==> src/rtl/rf_read_sched.sv <==
// rf_read_sched: merges duplicate PRF sources of one AR bundle and time-multiplexes them over
// NUM_R_PORTS registered regfile read ports. Optional retire-write bypass: RF_SCHED_WB_BYPASS_EN.
module rf_read_sched #(
    parameter int ISSUE_W     = 2,
    parameter int NUM_SRCS    = 2,
    parameter int NUM_R_PORTS = 3,
    parameter int NUM_W_PORTS = 2,
    parameter int SRC_LEN     = 5,
    parameter int DATA_LEN    = 32
) (
    input  logic                                  clk,
    input  logic                                  rst,
    input  logic                                  flush,
    input  logic                                  in_valid,
    output logic                                  in_ready,
    input  logic [ISSUE_W-1:0]                    in_instr_val,
    input  logic [ISSUE_W*NUM_SRCS*SRC_LEN-1:0]   in_src_addr,
    input  logic [ISSUE_W*NUM_SRCS-1:0]           in_src_prf,
    output logic [NUM_R_PORTS-1:0]                rf_r_en,
    output logic [NUM_R_PORTS*SRC_LEN-1:0]        rf_r_addr,
    input  logic [NUM_R_PORTS*DATA_LEN-1:0]       rf_r_data,
    input  logic [NUM_W_PORTS-1:0]                wr_en,
    input  logic [NUM_W_PORTS*SRC_LEN-1:0]        wr_addr,
    input  logic [NUM_W_PORTS*DATA_LEN-1:0]       wr_data,
    output logic                                  out_valid,
    input  logic                                  out_ready,
    output logic [ISSUE_W*NUM_SRCS*DATA_LEN-1:0]  out_src_data,
    output logic [ISSUE_W*NUM_SRCS-1:0]           out_src_vld
);
    localparam int NSRC = ISSUE_W * NUM_SRCS;
    localparam int PW   = (NUM_R_PORTS > 1) ? $clog2(NUM_R_PORTS) : 1;

    typedef enum logic [1:0] {IDLE, READ, DRAIN, HOLD} state_t;

    state_t              state_reg;
    logic                out_valid_reg;
    logic [NSRC-1:0]     pend_reg;
    logic [NSRC-1:0]     infl_reg;
    logic [NSRC-1:0]     vld_reg;
    logic [SRC_LEN-1:0]  addr_reg [NSRC];
    logic [DATA_LEN-1:0] data_reg [NSRC];
    logic [PW-1:0]       port_reg [NSRC];

    logic [SRC_LEN-1:0]  src_addr_in [NSRC];
    logic [NSRC-1:0]     need_in;
    logic [NSRC-1:0]     zero_in;
    logic [DATA_LEN-1:0] rd_data [NUM_R_PORTS];
    logic [SRC_LEN-1:0]  wr_addr_a [NUM_W_PORTS];

    logic [NUM_R_PORTS-1:0] port_en;
    logic [SRC_LEN-1:0]     port_addr [NUM_R_PORTS];
    logic [NSRC-1:0]        grant_src;
    logic [PW-1:0]          gport [NSRC];
    logic [NSRC-1:0]        blocked;
    logic                   accept;

    genvar gi;
    generate
        for (gi = 0; gi < NSRC; gi++) begin : g_src
            assign src_addr_in[gi] = in_src_addr[gi*SRC_LEN +: SRC_LEN];
            assign need_in[gi] = in_instr_val[gi/NUM_SRCS] & in_src_prf[gi] & (src_addr_in[gi] != '0);
            assign zero_in[gi] = in_instr_val[gi/NUM_SRCS] & in_src_prf[gi] & (src_addr_in[gi] == '0);
            assign out_src_data[gi*DATA_LEN +: DATA_LEN] = data_reg[gi];
        end
        for (gi = 0; gi < NUM_R_PORTS; gi++) begin : g_rport
            assign rd_data[gi] = rf_r_data[gi*DATA_LEN +: DATA_LEN];
            assign rf_r_addr[gi*SRC_LEN +: SRC_LEN] = port_addr[gi];
        end
        for (gi = 0; gi < NUM_W_PORTS; gi++) begin : g_wport
            assign wr_addr_a[gi] = wr_addr[gi*SRC_LEN +: SRC_LEN];
        end
    endgenerate

    assign in_ready    = ~flush & ((state_reg == IDLE) | ((state_reg == HOLD) & out_ready));
    assign accept      = in_valid & in_ready;
    assign rf_r_en     = port_en;
    assign out_valid   = out_valid_reg;
    assign out_src_vld = vld_reg;

    // Without the bypass, an address being written this cycle is held back so its read sees the new value.
    always_comb begin
        blocked = '0;
`ifndef RF_SCHED_WB_BYPASS_EN
        for (int f = 0; f < NSRC; f++) begin
            for (int w = 0; w < NUM_W_PORTS; w++) begin
                if (wr_en[w] && (wr_addr_a[w] == addr_reg[f])) begin
                    blocked[f] = 1'b1;
                end
            end
        end
`endif
    end

    // Batch selection: lowest source index first; duplicates join the port already holding the address.
    always_comb begin
        logic [PW:0] cnt;
        logic        joined;
        port_en   = '0;
        grant_src = '0;
        cnt       = '0;
        joined    = 1'b0;
        for (int p = 0; p < NUM_R_PORTS; p++) begin
            port_addr[p] = '0;
        end
        for (int f = 0; f < NSRC; f++) begin
            gport[f] = '0;
        end
        if (state_reg == READ) begin
            for (int f = 0; f < NSRC; f++) begin
                if (pend_reg[f] && !blocked[f]) begin
                    joined = 1'b0;
                    for (int p = 0; p < NUM_R_PORTS; p++) begin
                        if (!joined && port_en[p] && (port_addr[p] == addr_reg[f])) begin
                            joined       = 1'b1;
                            grant_src[f] = 1'b1;
                            gport[f]     = PW'(p);
                        end
                    end
                    if (!joined && (cnt < (PW+1)'(NUM_R_PORTS))) begin
                        port_en[cnt[PW-1:0]]   = 1'b1;
                        port_addr[cnt[PW-1:0]] = addr_reg[f];
                        grant_src[f]           = 1'b1;
                        gport[f]               = cnt[PW-1:0];
                        cnt                    = cnt + 1'b1;
                    end
                end
            end
        end
    end

`ifdef RF_SCHED_WB_BYPASS_EN
    logic [DATA_LEN-1:0] wr_data_a [NUM_W_PORTS];
    logic [NSRC-1:0]     byp_hit;
    logic [DATA_LEN-1:0] byp_data [NSRC];

    generate
        for (gi = 0; gi < NUM_W_PORTS; gi++) begin : g_wdata
            assign wr_data_a[gi] = wr_data[gi*DATA_LEN +: DATA_LEN];
        end
    endgenerate

    // A source is held once its read has been issued (this cycle or earlier); later w overrides earlier.
    always_comb begin
        for (int f = 0; f < NSRC; f++) begin
            byp_hit[f]  = 1'b0;
            byp_data[f] = '0;
            if ((state_reg != IDLE) && vld_reg[f] && (addr_reg[f] != '0) &&
                (!pend_reg[f] || grant_src[f])) begin
                for (int w = 0; w < NUM_W_PORTS; w++) begin
                    if (wr_en[w] && (wr_addr_a[w] == addr_reg[f])) begin
                        byp_hit[f]  = 1'b1;
                        byp_data[f] = wr_data_a[w];
                    end
                end
            end
        end
    end
`else
    logic wr_data_unused;
    assign wr_data_unused = ^wr_data;
`endif

    always_ff @(posedge clk or negedge rst) begin
        if (!rst) begin
            state_reg     <= IDLE;
            out_valid_reg <= 1'b0;
            pend_reg      <= '0;
            infl_reg      <= '0;
            vld_reg       <= '0;
            for (int f = 0; f < NSRC; f++) begin
                addr_reg[f] <= '0;
                data_reg[f] <= '0;
                port_reg[f] <= '0;
            end
        end else if (flush) begin
            state_reg     <= IDLE;
            out_valid_reg <= 1'b0;
            pend_reg      <= '0;
            infl_reg      <= '0;
        end else begin
            case (state_reg)
                READ: begin
                    for (int f = 0; f < NSRC; f++) begin
                        if (infl_reg[f]) begin
                            data_reg[f] <= rd_data[port_reg[f]];
                        end
                        port_reg[f] <= gport[f];
                    end
                    infl_reg <= grant_src;
                    pend_reg <= pend_reg & ~grant_src;
                    if ((pend_reg & ~grant_src) == '0) begin
                        state_reg <= DRAIN;
                    end
                end
                DRAIN: begin
                    for (int f = 0; f < NSRC; f++) begin
                        if (infl_reg[f]) begin
                            data_reg[f] <= rd_data[port_reg[f]];
                        end
                    end
                    infl_reg      <= '0;
                    state_reg     <= HOLD;
                    out_valid_reg <= 1'b1;
                end
                HOLD: begin
                    if (out_ready) begin
                        state_reg     <= IDLE;
                        out_valid_reg <= 1'b0;
                    end
                end
                default: ;
            endcase

`ifdef RF_SCHED_WB_BYPASS_EN
            if (!((state_reg == HOLD) && out_ready)) begin
                for (int f = 0; f < NSRC; f++) begin
                    if (byp_hit[f]) begin
                        data_reg[f] <= byp_data[f];
                        // a read issued this cycle would return the pre-write value, so retire it now
                        if (grant_src[f]) begin
                            infl_reg[f] <= 1'b0;
                        end
                    end
                end
            end
`endif

            if (accept) begin
                state_reg     <= (|need_in) ? READ : HOLD;
                out_valid_reg <= ~(|need_in);
                pend_reg      <= need_in;
                infl_reg      <= '0;
                vld_reg       <= need_in | zero_in;
                for (int f = 0; f < NSRC; f++) begin
                    addr_reg[f] <= src_addr_in[f];
                    data_reg[f] <= '0;
                end
            end
        end
    end
endmodule

==> config.mk <==
export PLATFORM = sky130hd
export DESIGN_NAME = rf_read_sched
export DESIGN_NICKNAME = d
export VERILOG_FILES = /design/src/rtl/rf_read_sched.sv
export SDC_FILE = /design/constraint.sdc
export NUM_CORES = 1
export LEC_CHECK = 0
export BUFFER_PORTS_ARGS = -buffer_cell sky130_fd_sc_hd__buf_4
export CAP_MARGIN = 20
export CORE_MARGIN = 5
export CORE_UTILIZATION = 51
export DETAILED_ROUTE_END_ITERATION = 8
export GPL_TIMING_DRIVEN = 0
export PLACE_DENSITY = 0.9
export SKIP_CTS_REPAIR_TIMING = 1
export SYNTH_ARGS = -nofsm -noshare
export SYNTH_HDL_FRONTEND = slang
export SYNTH_SLANG_ARGS = --single-unit
export TNS_END_PERCENT = 1
==> constraint.sdc <==
create_clock -name clk -period 4 [get_ports clk]
set_input_delay 0.4 -clock clk [delete_from_list [all_inputs] [get_ports clk]]
set_output_delay 0.4 -clock clk [all_outputs]
set_load 0.02 [all_outputs]
# Yosys cells after proc, flatten, opt, wreduce, memory -nomap -nowiden
# Cells that the tools add are included.
totals:
  out_inout_bits: 152
  register_bits: 169
  input_bits: 203
  word_cells: 284
op_classes:
  order_cmp: 18
  reduce_logical: 72
  addsub: 2
  eq_ne: 20
  n_mux: 126
  bitwise: 30
ops:
  columns: ["op", "count"]
  rows:
  - ["$mux 32", 10]
  - ["$mux 128", 2]
  - ["$bmux 32 s2", 3]
  - ["$mux 15", 9]
  - ["$eq 5x5->1", 15]
  - ["$mux 1", 50]
  - ["$mux 3", 16]
  - ["$bwmux 15", 3]
  - ["$logic_and 1x1->1", 32]
  - ["$demux 5 s2", 3]
  - ["$mux 2", 13]
  - ["$mux 5", 5]
  - ["$reduce_bool 5->1", 5]
  - ["$mux 4", 6]
  - ["$logic_not 5->1", 4]
  - ["$ge 3x3->1 const B", 6]
  - ["$not 2->3", 6]
  - ["$and 1x1->1", 15]
  - ["$reduce_and 3->1", 5]
  - ["$logic_not 1->1", 11]
  - ["$reduce_bool 2->1", 5]
  - ["$lt 2x3->1 const B", 3]
  - ["$lt 3x1->1 const B", 3]
  - ["$lt 3x2->1 const B", 3]
  - ["24 further kinds", 35]

# Logic depth before layout (Yosys ltp)
# Gate-level depths: netlist of the first run.
depth:
  word_depth: 69
  ltp_mapped: 13
  depth_no_buf: 12

# Least setup slack after synthesis of the first run
# Ideal clock, no wire load.
synth_timing:
  path_type: "register to output"
  start: "register addr_reg[15] in the netlist's numbering"
  end: "output port rf_r_addr[10]"
  path_stages_with_launch: 13
  path_buffers: 1
  setup_slack_ps: 272
  t_required_ps: 3600
  arrival_ps: 3328
  cell_sequence: "dfrtp_1 buf_2 xnor2_1 nand4_1 o221ai_2 o211ai_1 a221oi_2 o22ai_1 a221oi_1 a2111oi_2 a211o_1 nor4b_4 a22o_1"
synth_via:
  elab_chain_cells: 62
  word_cells_on_any_way: 122
  classes_between: "add/sub (2); order compare (13); eq/ne (9); mux (63); bitwise (5); reduce/logical (30)"
synth_lines:
  columns: ["element", "line", "rtl"]
  rows:
  - ["start: declaration", "40", "logic [SRC_LEN-1:0] addr_reg [NSRC];"]
  - ["start signal: indexed assignment", "235", "addr_reg[f] <= src_addr_in[f];"]
  - ["branches (longest 60 deep; another with $ge 3x3->1)", null, null]
  - ["$mux 15 (*)", "110", "if (pend_reg[f] && !blocked[f]) begin"]
  - ["$mux 15 (*)", "108", "if (state_reg == READ) begin"]
  - ["end: declaration", "20", "output logic [NUM_R_PORTS*SRC_LEN-1:0] rf_r_addr,"]
# Mark *: on every way between the ends. The select of a mux whose other input is x is not followed.

# Worst setup path after layout of the first run
layout_timing:
  start: "register addr_reg[19] in the netlist's numbering"
  end: "output port rf_r_en[2]"
layout_via:
  elab_chain_cells: 62
  word_cells_on_any_way: 121
  classes_between: "add/sub (2); order compare (13); eq/ne (9); mux (62); bitwise (5); reduce/logical (30)"
layout_lines:
  columns: ["element", "line", "rtl"]
  rows:
  - ["branches (longest 60 deep; another with $ge 3x3->1)", null, null]
  - ["$mux 3 (*)", "110", null]
  - ["$mux 3 (*)", "108", null]
  - ["end: declaration", "19", "output logic [NUM_R_PORTS-1:0] rf_r_en,"]
# Marks and branches as above.

==> impl_results.md, run 1 <==
- Clock buffer depth: 2
- Max H-tree Level: 4
- Nets@finish: 1703
- Critical Path RT: 3.60 ns
- Startpoint type of the worst setup path: flop
- EDFF count, synth: 0
- Final period utilization: 1.13
- Die H: 151 um
- Sequential area share after synthesis: 0.416
- First-pass GRT wire length: 59.7 mm
- PD cells: 472 mW/mm^2
- Die X: roughly 150 um
- GRT met1 Usage: 0.432
- Period minus WS final: 4.51 ns
- Finished Core Util: 0.702
- DP Area: 0.0126 mm^2
- Share of layout cells above drive strength 1: 0.266
- Largest fanout on the critical path: 7
- Die area: 0.0227 mm^2
- Row count: 51
- CTS tree: built
- Reg2reg path depth: 13
- Sw Share: 0.400
- Final slew viol count: 0
- Core region area: 0.0195 mm^2
- Crit path DAT: 4.11 ns
- Largest net degree at the start of global routing: 87
- Post-route cell area: roughly 0.014 mm^2
- CTS Buf Count: 17
- Mean Syn Cell Area: 8.61 um^2
- Diode count: 0
- Worst hold path class: in2reg
- Max Cap Violations: 0
- Clock slew at reported path FFs: 0.07 ns
- Initial antenna violation count: 0
- Gate count after technology mapping: 1173
- Routability cong.: 0.944
- Register area: 0.00421 mm^2
- GRT Overall Usage: 0.339
- Slew margin rel.: 0.422
- P_int: 0.00387 W
- Vias in the first global route: 10800
- Final Hold Viols: 0
- Leakage power: 5.93 nW
- Critical Path Max Stage Delay: 0.52 ns
- Worst slack at placement: -0.513 ns
- Cell Chain, Critical Path: xnor2_1 -> nand4_1 -> o221ai_4 -> o21ai_1 -> a221oi_4 -> o21a_1 -> a221oi_2 -> a2111oi_4 -> a211o_1 -> buf_4 -> a21oi_1 -> o21a_1 -> buf_4
- Final WL: about 40 mm
- Hold Path Depth: 3
- Crit Path Class: reg2out
- Final setup vio count: 13
- Grt total ovfl: 0
- Register bit total from synthesis: 168
- Top FF cell, synth: dfrtp_1
- Outcome: complete, but fails checks
- Clk root buf: clkbuf_16
- Antenna Violating Nets Remaining: 0
- Clk pwr share: 0.269
- Ys async rst share: 1.00
- Critical path's slowest cell: a221oi_4
- Yosys cell types: 72
- Failing checks: setup timing
- Area Growth Syn to Fin: 35.3%
- Global Route met3 Usage: 0.0786
- Comb power frac: 0.419
- Sequential share of power: 0.313
- Max FFs per register: 128
- Dominant cell type by area after synthesis: dfrtp_1
- Post-route DRC: 0
- Global route hottest layer: met2
- Pre-Repair DR Iteration Count: 6
- Synth Net Count: 1381
- Drt wl/cell: 22.3 um
- # clock sinks: 168
- # IOs: 355
- Unrepaired setup endpoints after global routing: yes
- NetSw: 0.00259 W
- Synthesized cell area: slightly above 0.01 mm^2
- Detail-routed via count per cell: 6.15
- Synth warn: 0
- M2 GR Usage: 0.539
- Port Buf Inserts: 288
- Worst setup margin: -0.514 ns
- Clock skew: 0.0117 ns
- Clk Latency, worst-skew pair: between 0.4 and 0.5 ns
- Area of the multi-input gates: 0.00567 mm^2
- CP Capture Type: output pin
- Upper clock frequency limit: 0.222 GHz
- Fill cells: 1475
- Max VDD drop: between 300 and 400 uV
- Post-synth top area share: 0.416
- DRT iter0 DRCs: ~1100
- DP Wirelength: 29.4 mm
- Synth top area cells: dfrtp_1 (42%), mux2i_1 (9.8%), a211oi_1 (7.1%)
- Total number of vias: about 11000
- Worst slew pin tran: 0.867 ns
- Initial Util: 0.519
-- synth_stat cells (8+ instances only) --
| cell | n |
|---|---|
| nor2_1 | 186 |
| dfrtp_1 | 168 |
| nand2_1 | 153 |
| a21oi_1 | 112 |
| mux2i_1 | 99 |
| a211oi_1 | 96 |
| clkbuf_1 | 78 |
| xnor2_1 | 34 |
| o21ai_0 | 32 |
| xor2_1 | 23 |
| inv_1 | 19 |
| buf_1 | 12 |
| o22ai_1 | 11 |
| a22o_1 | 10 |
| nand3_1 | 10 |
| and3_1 | 8 |
| buf_2 | 8 |
-- cell families (layout without fill, tap and decap cells) --
kind of cell               count (synthesis)  in the layout  synth area share
and+or+nand+nor                          398            398             0.167
AOI/OAI and AO/OA                        321            321             0.213
DFF                                      168            168             0.416
buffers and inverters                    123            458            0.0489
muxes                                    101            101             0.100
xor gates and xnor gates                  57             57            0.0494
adders and majority gates                  5              5           0.00619
-- final timing paths --
check / start / to / slack [ns]
hold / removal: in_src_addr[0] / addr_reg[15] / 0.16
hold reg to reg: out_src_vld[2] / out_src_vld[2] / 0.48
setup / recovery: addr_reg[19] / rf_r_en[2] / -0.51
setup reg to reg: addr_reg[12] / state_reg[1] / -0.04
max in group asynchronous: rst / out_src_data[42] / 2.63
min in group asynchronous: rst / out_src_data[23] / 0.53
-- cell type report --
type	count	share of cell area
buffer	100	0.0304
sequential	168	0.308
tap	265	0.0243
multi-input combinational	882	0.415
inverter	20	0.00549
clock buffer	19	0.0331
timing repair buffer	306	0.172
clock inverter	13	0.0116
-- per-layer routing --
layer | vias up | wire length, um
met3 | 183 | 4330
met2 | 713 | 18400
met5 | - | 0
met4 | 0 | 2380
met1 | 5246 | 14500
li1 | 4767 | -
-- worst max-delay path: cells and delay by family (launching register included) --
kind                      cells  cell delay [ns]
buffers and inverters         2             0.33
DFF                           1             0.45
AOI/OAI and AO/OA             9             2.42
and+or+nand+nor               1             0.25
xor gates and xnor gates      1             0.23
-- cell usage in the layout, fill, tap and decap left out, types with 19 or more instances in the layout --
master | synthesis | layout
nor2_1 | 186 | 183
clkbuf_1 | 78 | 76
mux2i_1 | 99 | 99
inv_1 | 19 | 19
buf_4 | 4 | 299
dfrtp_1 | 168 | 165
a21oi_1 | 112 | 112
nand2_1 | 153 | 152
xnor2_1 | 34 | 29
a211oi_1 | 96 | 96
o21ai_0 | 32 | 32
-- power groups by stage --
stage,Combinational (W),Clock (W),Sequential [W]
6_report,0.00270,0.00173,0.00202
5_1_grt,0.00288,0.00180,0.00204
4_1_cts,0.00241,0.00173,0.00198
3_5_place_dp,0.00239,0,0.00201
3_3_place_gp,0.00234,0,0.00200
2_1_floorplan,0.00152,0,0.00208
-- stage by stage --
| step | hold slack [ns] | setup TNS (ns) | power [W] | cells |
|---|---|---|---|---|
| 2_1_floorplan | 0.104 | 0 | 0.00360 | 1173 |
| 3_3_place_gp | 0.463 | -4.53 | 0.00434 | 1726 |
| 3_5_place_dp | 0.438 | -5.36 | 0.00440 | 1727 |
| 4_1_cts | -0.0169 | -11.70 | 0.00611 | 1759 |
| 5_1_grt | 0.167 | -7.45 | 0.00672 | 1773 |
| 6_report | 0.159 | -5.45 | 0.00646 | 1773 |
Power figures use the tool's default switching activity.
==> inputs of run 2 (changes only) <==
Settings changed: ABC_AREA set to 1.
==> run 2 against run 1 <==
Compared with the run above:
- maximum frequency is 0.57% higher
- worst hold slack better by 0.028 ns
- largest power group unchanged
- sequential share of layout area decreased by 0.19 points
- synthesized cell count rose by 27%
- the run still ends with setup timing left
- critical path depth up 13
- total power is 17% higher
- critical endpoint is now rf_r_addr[7]
- critical path type unchanged
- setup slack better by 0.026 ns
- highest routed layer is now met5
- non-clock buffer count is 3 lower
- sequential cell count unchanged
==> impl_results.md, run 2 <==
- Max VDD drop: 362 uV (+3.4%)
- Final slew viol count: 0 (unchanged)
- Unrepaired setup endpoints after global routing: yes
- CP Capture Type: output pin
- Most frequent cell after synthesis: nand2_1
- Largest net degree at the start of global routing: 89 (+2.3%)
- GRT Overall Usage: 0.366 (+0.0267)
- Clock slew at reported path FFs: 0.07 ns (about the same)
- Final WL: 44.2 mm (+12%)
- CTS Buf Count: 17 (unchanged)
- Final Hold Viols: 0 (unchanged)
- PD cells: 548 mW/mm^2 (+16%)
- Register bit total from synthesis: 168 (unchanged)
- Synth Net Count: 1702 (+23%)
- Max H-tree Level: 4 (unchanged)
- Die X: 152 um (+0.86%)
- Yosys cell types: 42 (-42%)
- EDFF count, synth: 0 (unchanged)
- Final Power: 0.00755 W (+17%)
- Initial antenna violation count: 6 (+6)
- Clk Latency, worst-skew pair: 0.44 ns (about the same)
- Final period utilization: 1.12 (-0.00644)
- Row count: 52 (+2.0%)
- Leading cell type in the layout, fill and taps excluded: nand2_1
- Core region area: 0.0200 mm^2 (+3.0%)
- Upper clock frequency limit: 0.223 GHz (+0.57%)
- Worst setup margin: -0.488 ns (+0.0258 ns)
- Die area: 0.0231 mm^2 (+1.7%)
- Sequential area share after synthesis: 0.409 (-0.00754)
- # clock sinks: 168 (unchanged)
- Vias in the first global route: 12200 (+13%)
- Clk root buf: clkbuf_16
- Setup total negative slack: -5.03 ns (+0.413 ns)
- Top FF cell, synth: dfrtp_1
- DRT iter0 DRCs: 1248 (+12%)
- Most frequent cells in the layout: nand2_1 (408), buf_4 (308), a21oi_1 (277)
- Post-synth top area share: 0.409 (-0.00754)
- Ys async rst share: 1.00 (unchanged)
- Startpoint type of the worst setup path: flop
- Failing checks: setup timing
- Fill cells: 1733 (+17%)
- Grt total ovfl: 0 (unchanged)
- Synthesized cell area: 0.0103 mm^2 (+1.8%)
- Pre-Repair DR Iteration Count: 6 (unchanged)
- Nets@finish: 2034 (+19%)
- Max Cap Violations: 0 (unchanged)
- Final setup vio count: 16 (+3)
- Share of layout cells above drive strength 1: 0.252 (-0.0141)
- First-pass GRT wire length: 67.4 mm (+13%)
- # IOs: 355 (unchanged)
- Crit Path Class: reg2out
- Area Growth Syn to Fin: 33.9%
- Synth top area cells: dfrtp_1 (41%), nand2_1 (15%), a21oi_1 (14%)
- Crit path DAT: 4.09 ns (-0.02 ns)
- Clock buffer depth: 2 (unchanged)
- Worst hold path class: in2reg
- Hold Path Depth: 3 (unchanged)
- Max FFs per register: 128 (unchanged)
- Antenna Violating Nets Remaining: 0 (unchanged)
- Clock skew: 0.00787 ns (-0.00388 ns)
- Worst slew pin tran: 0.825 ns (-0.0426 ns)
- Reg2reg path depth: 26 (+13)
- Gate count after technology mapping: 1494 (+27%)
- DP Wirelength: 33.2 mm (+13%)
- Drt wl/cell: 20.9 um (-6.2%)
- Die H: 152 um (+0.86%)
- Initial Util: 0.514 (-0.00564)
- Mean Syn Cell Area: 6.89 um^2 (-20%)
- Detail-routed via count per cell: 5.92 (-3.7%)
- Synth warn: 0 (unchanged)
- Largest fanout on the critical path: 10 (+3)
- Dominant cell type by area after synthesis: dfrtp_1
- Post-route DRC: 0 (unchanged)
- Slew margin rel.: 0.448 (+0.0264)
- Routability cong.: 0.989 (+4.7%)
- Total number of vias: 12500 (+15%)
- Worst slack at placement: -0.222 ns (+0.292 ns)
- CTS tree: built
- Leakage power: 7.03 nW (+19%)
- Period minus WS final: 4.49 ns (-0.0258 ns)
- Critical Path RT: 3.60 ns (about the same)
- Synth cell count leaders: nand2_1 (422), a21oi_1 (278), dfrtp_1 (168)
- Port Buf Inserts: 288 (unchanged)
- Outcome: complete, but fails checks
## run 2: cell types whose count changed in the layout (fill, tap and decap cells not counted), sizes merged, moves of 8 or more
cell	before	now
nor3	7	15
a211oi	96	2
a21oi	113	278
xnor2	34	3
and3	8	0
nand4	4	22
mux2i	99	0
nand2	153	435
xor2	23	6
nor2	186	99
inv	25	138
a22o	10	0
o21ai	35	153
nand3	10	54
## run 2: where the power goes
part	internal (W)	switching [W]	total, W	leakage, nW
clock network	0.000855	0.000815	0.00167	0.291
logic	0.00120	0.00223	0.00343	4.51
registers	0.00209	0.000351	0.00244	2.23
## run 2: critical path: stages (launching register included)
cell and delay, ns:
dfrtp_2 0.40, inv_2 0.05, nand2_1 0.07, o21ai_1 0.07, nor2_1 0.15, nand3_2 0.19, nand4_1 0.18, nand2_1 0.13
nand2_1 0.13, nand3_1 0.12, o21bai_2 0.20, inv_2 0.08, buf_2 0.20, nand2_1 0.13, o31ai_4 0.10, nor2_1 0.17
nor2_1 0.08, o21ai_2 0.08, nor2_2 0.07, a21boi_2 0.19, nand2_2 0.11, nor2_4 0.20, nand3_4 0.14, nand3_2 0.11
nand2_1 0.05, nor2_1 0.11, buf_4 0.15
## run 2: final timing paths
kind	from	end	slack, ns
max	addr_reg[16]	rf_r_addr[7]	-0.49
min	in_src_addr[19]	addr_reg[4]	0.19
max reg2reg	addr_reg[16]	port_reg[0]	0.37
min reg2reg	out_src_data[25]	out_src_data[25]	0.49
max in group asynchronous	rst	addr_reg[17]	2.56
min in group asynchronous	rst	out_src_data[89]	0.53
## run 2: area by class of cell
| class | count | area (um^2) | share of cell area |
|---|---|---|---|
| inverter | 127 | 477 | 0.0346 |
| buffer | 91 | 354 | 0.0257 |
| multi-input combinational | 1109 | 5430 | 0.394 |
| clock inverter | 14 | 141 | 0.0103 |
| antenna | 2 | 5.00 | 0.000363 |
| tap | 270 | 338 | 0.0245 |
| sequential | 168 | 4220 | 0.306 |
| clock buffer | 18 | 439 | 0.0319 |
| timing repair buffer | 312 | 2380 | 0.173 |
## run 2: layer usage
layer / vias to the layer above / global-route usage / routed length [um]
li1: 5617 / - / -
met1: 5735 / 0.414 / 15000
met2: 925 / 0.612 / 20900
met3: 222 / 0.128 / 5390
met4: 8 / 0.191 / 2740
met5: - / 0 / 55
## run 2: metrics by stage
step / hold WS (ns) / std cells / util / area [um^2]
2_1_floorplan: 0.104 / 1494 / - / 10300
3_3_place_gp: 0.457 / 2052 / 0.638 / 12800
3_5_place_dp: 0.421 / 2053 / 0.640 / 12800
4_1_cts: -0.0362 / 2085 / 0.669 / 13400
5_1_grt: 0.188 / 2110 / 0.688 / 13800
6_report: 0.187 / 2111 / 0.688 / 13800
## run 2: logic make-up (layout without fill, tap and decap cells)
family | count (synthesis) | in the layout | share of synthesized area
AND/OR/NAND/NOR | 629 | 631 | 0.262
XOR/XNOR | 9 | 9 | 0.00766
adder cells (fa/ha/maj) | 5 | 5 | 0.00608
other | 0 | 2 | 0
flip-flops | 168 | 168 | 0.409
buffers and inverters | 219 | 562 | 0.0810
AO/OA/AOI/OAI | 464 | 464 | 0.235
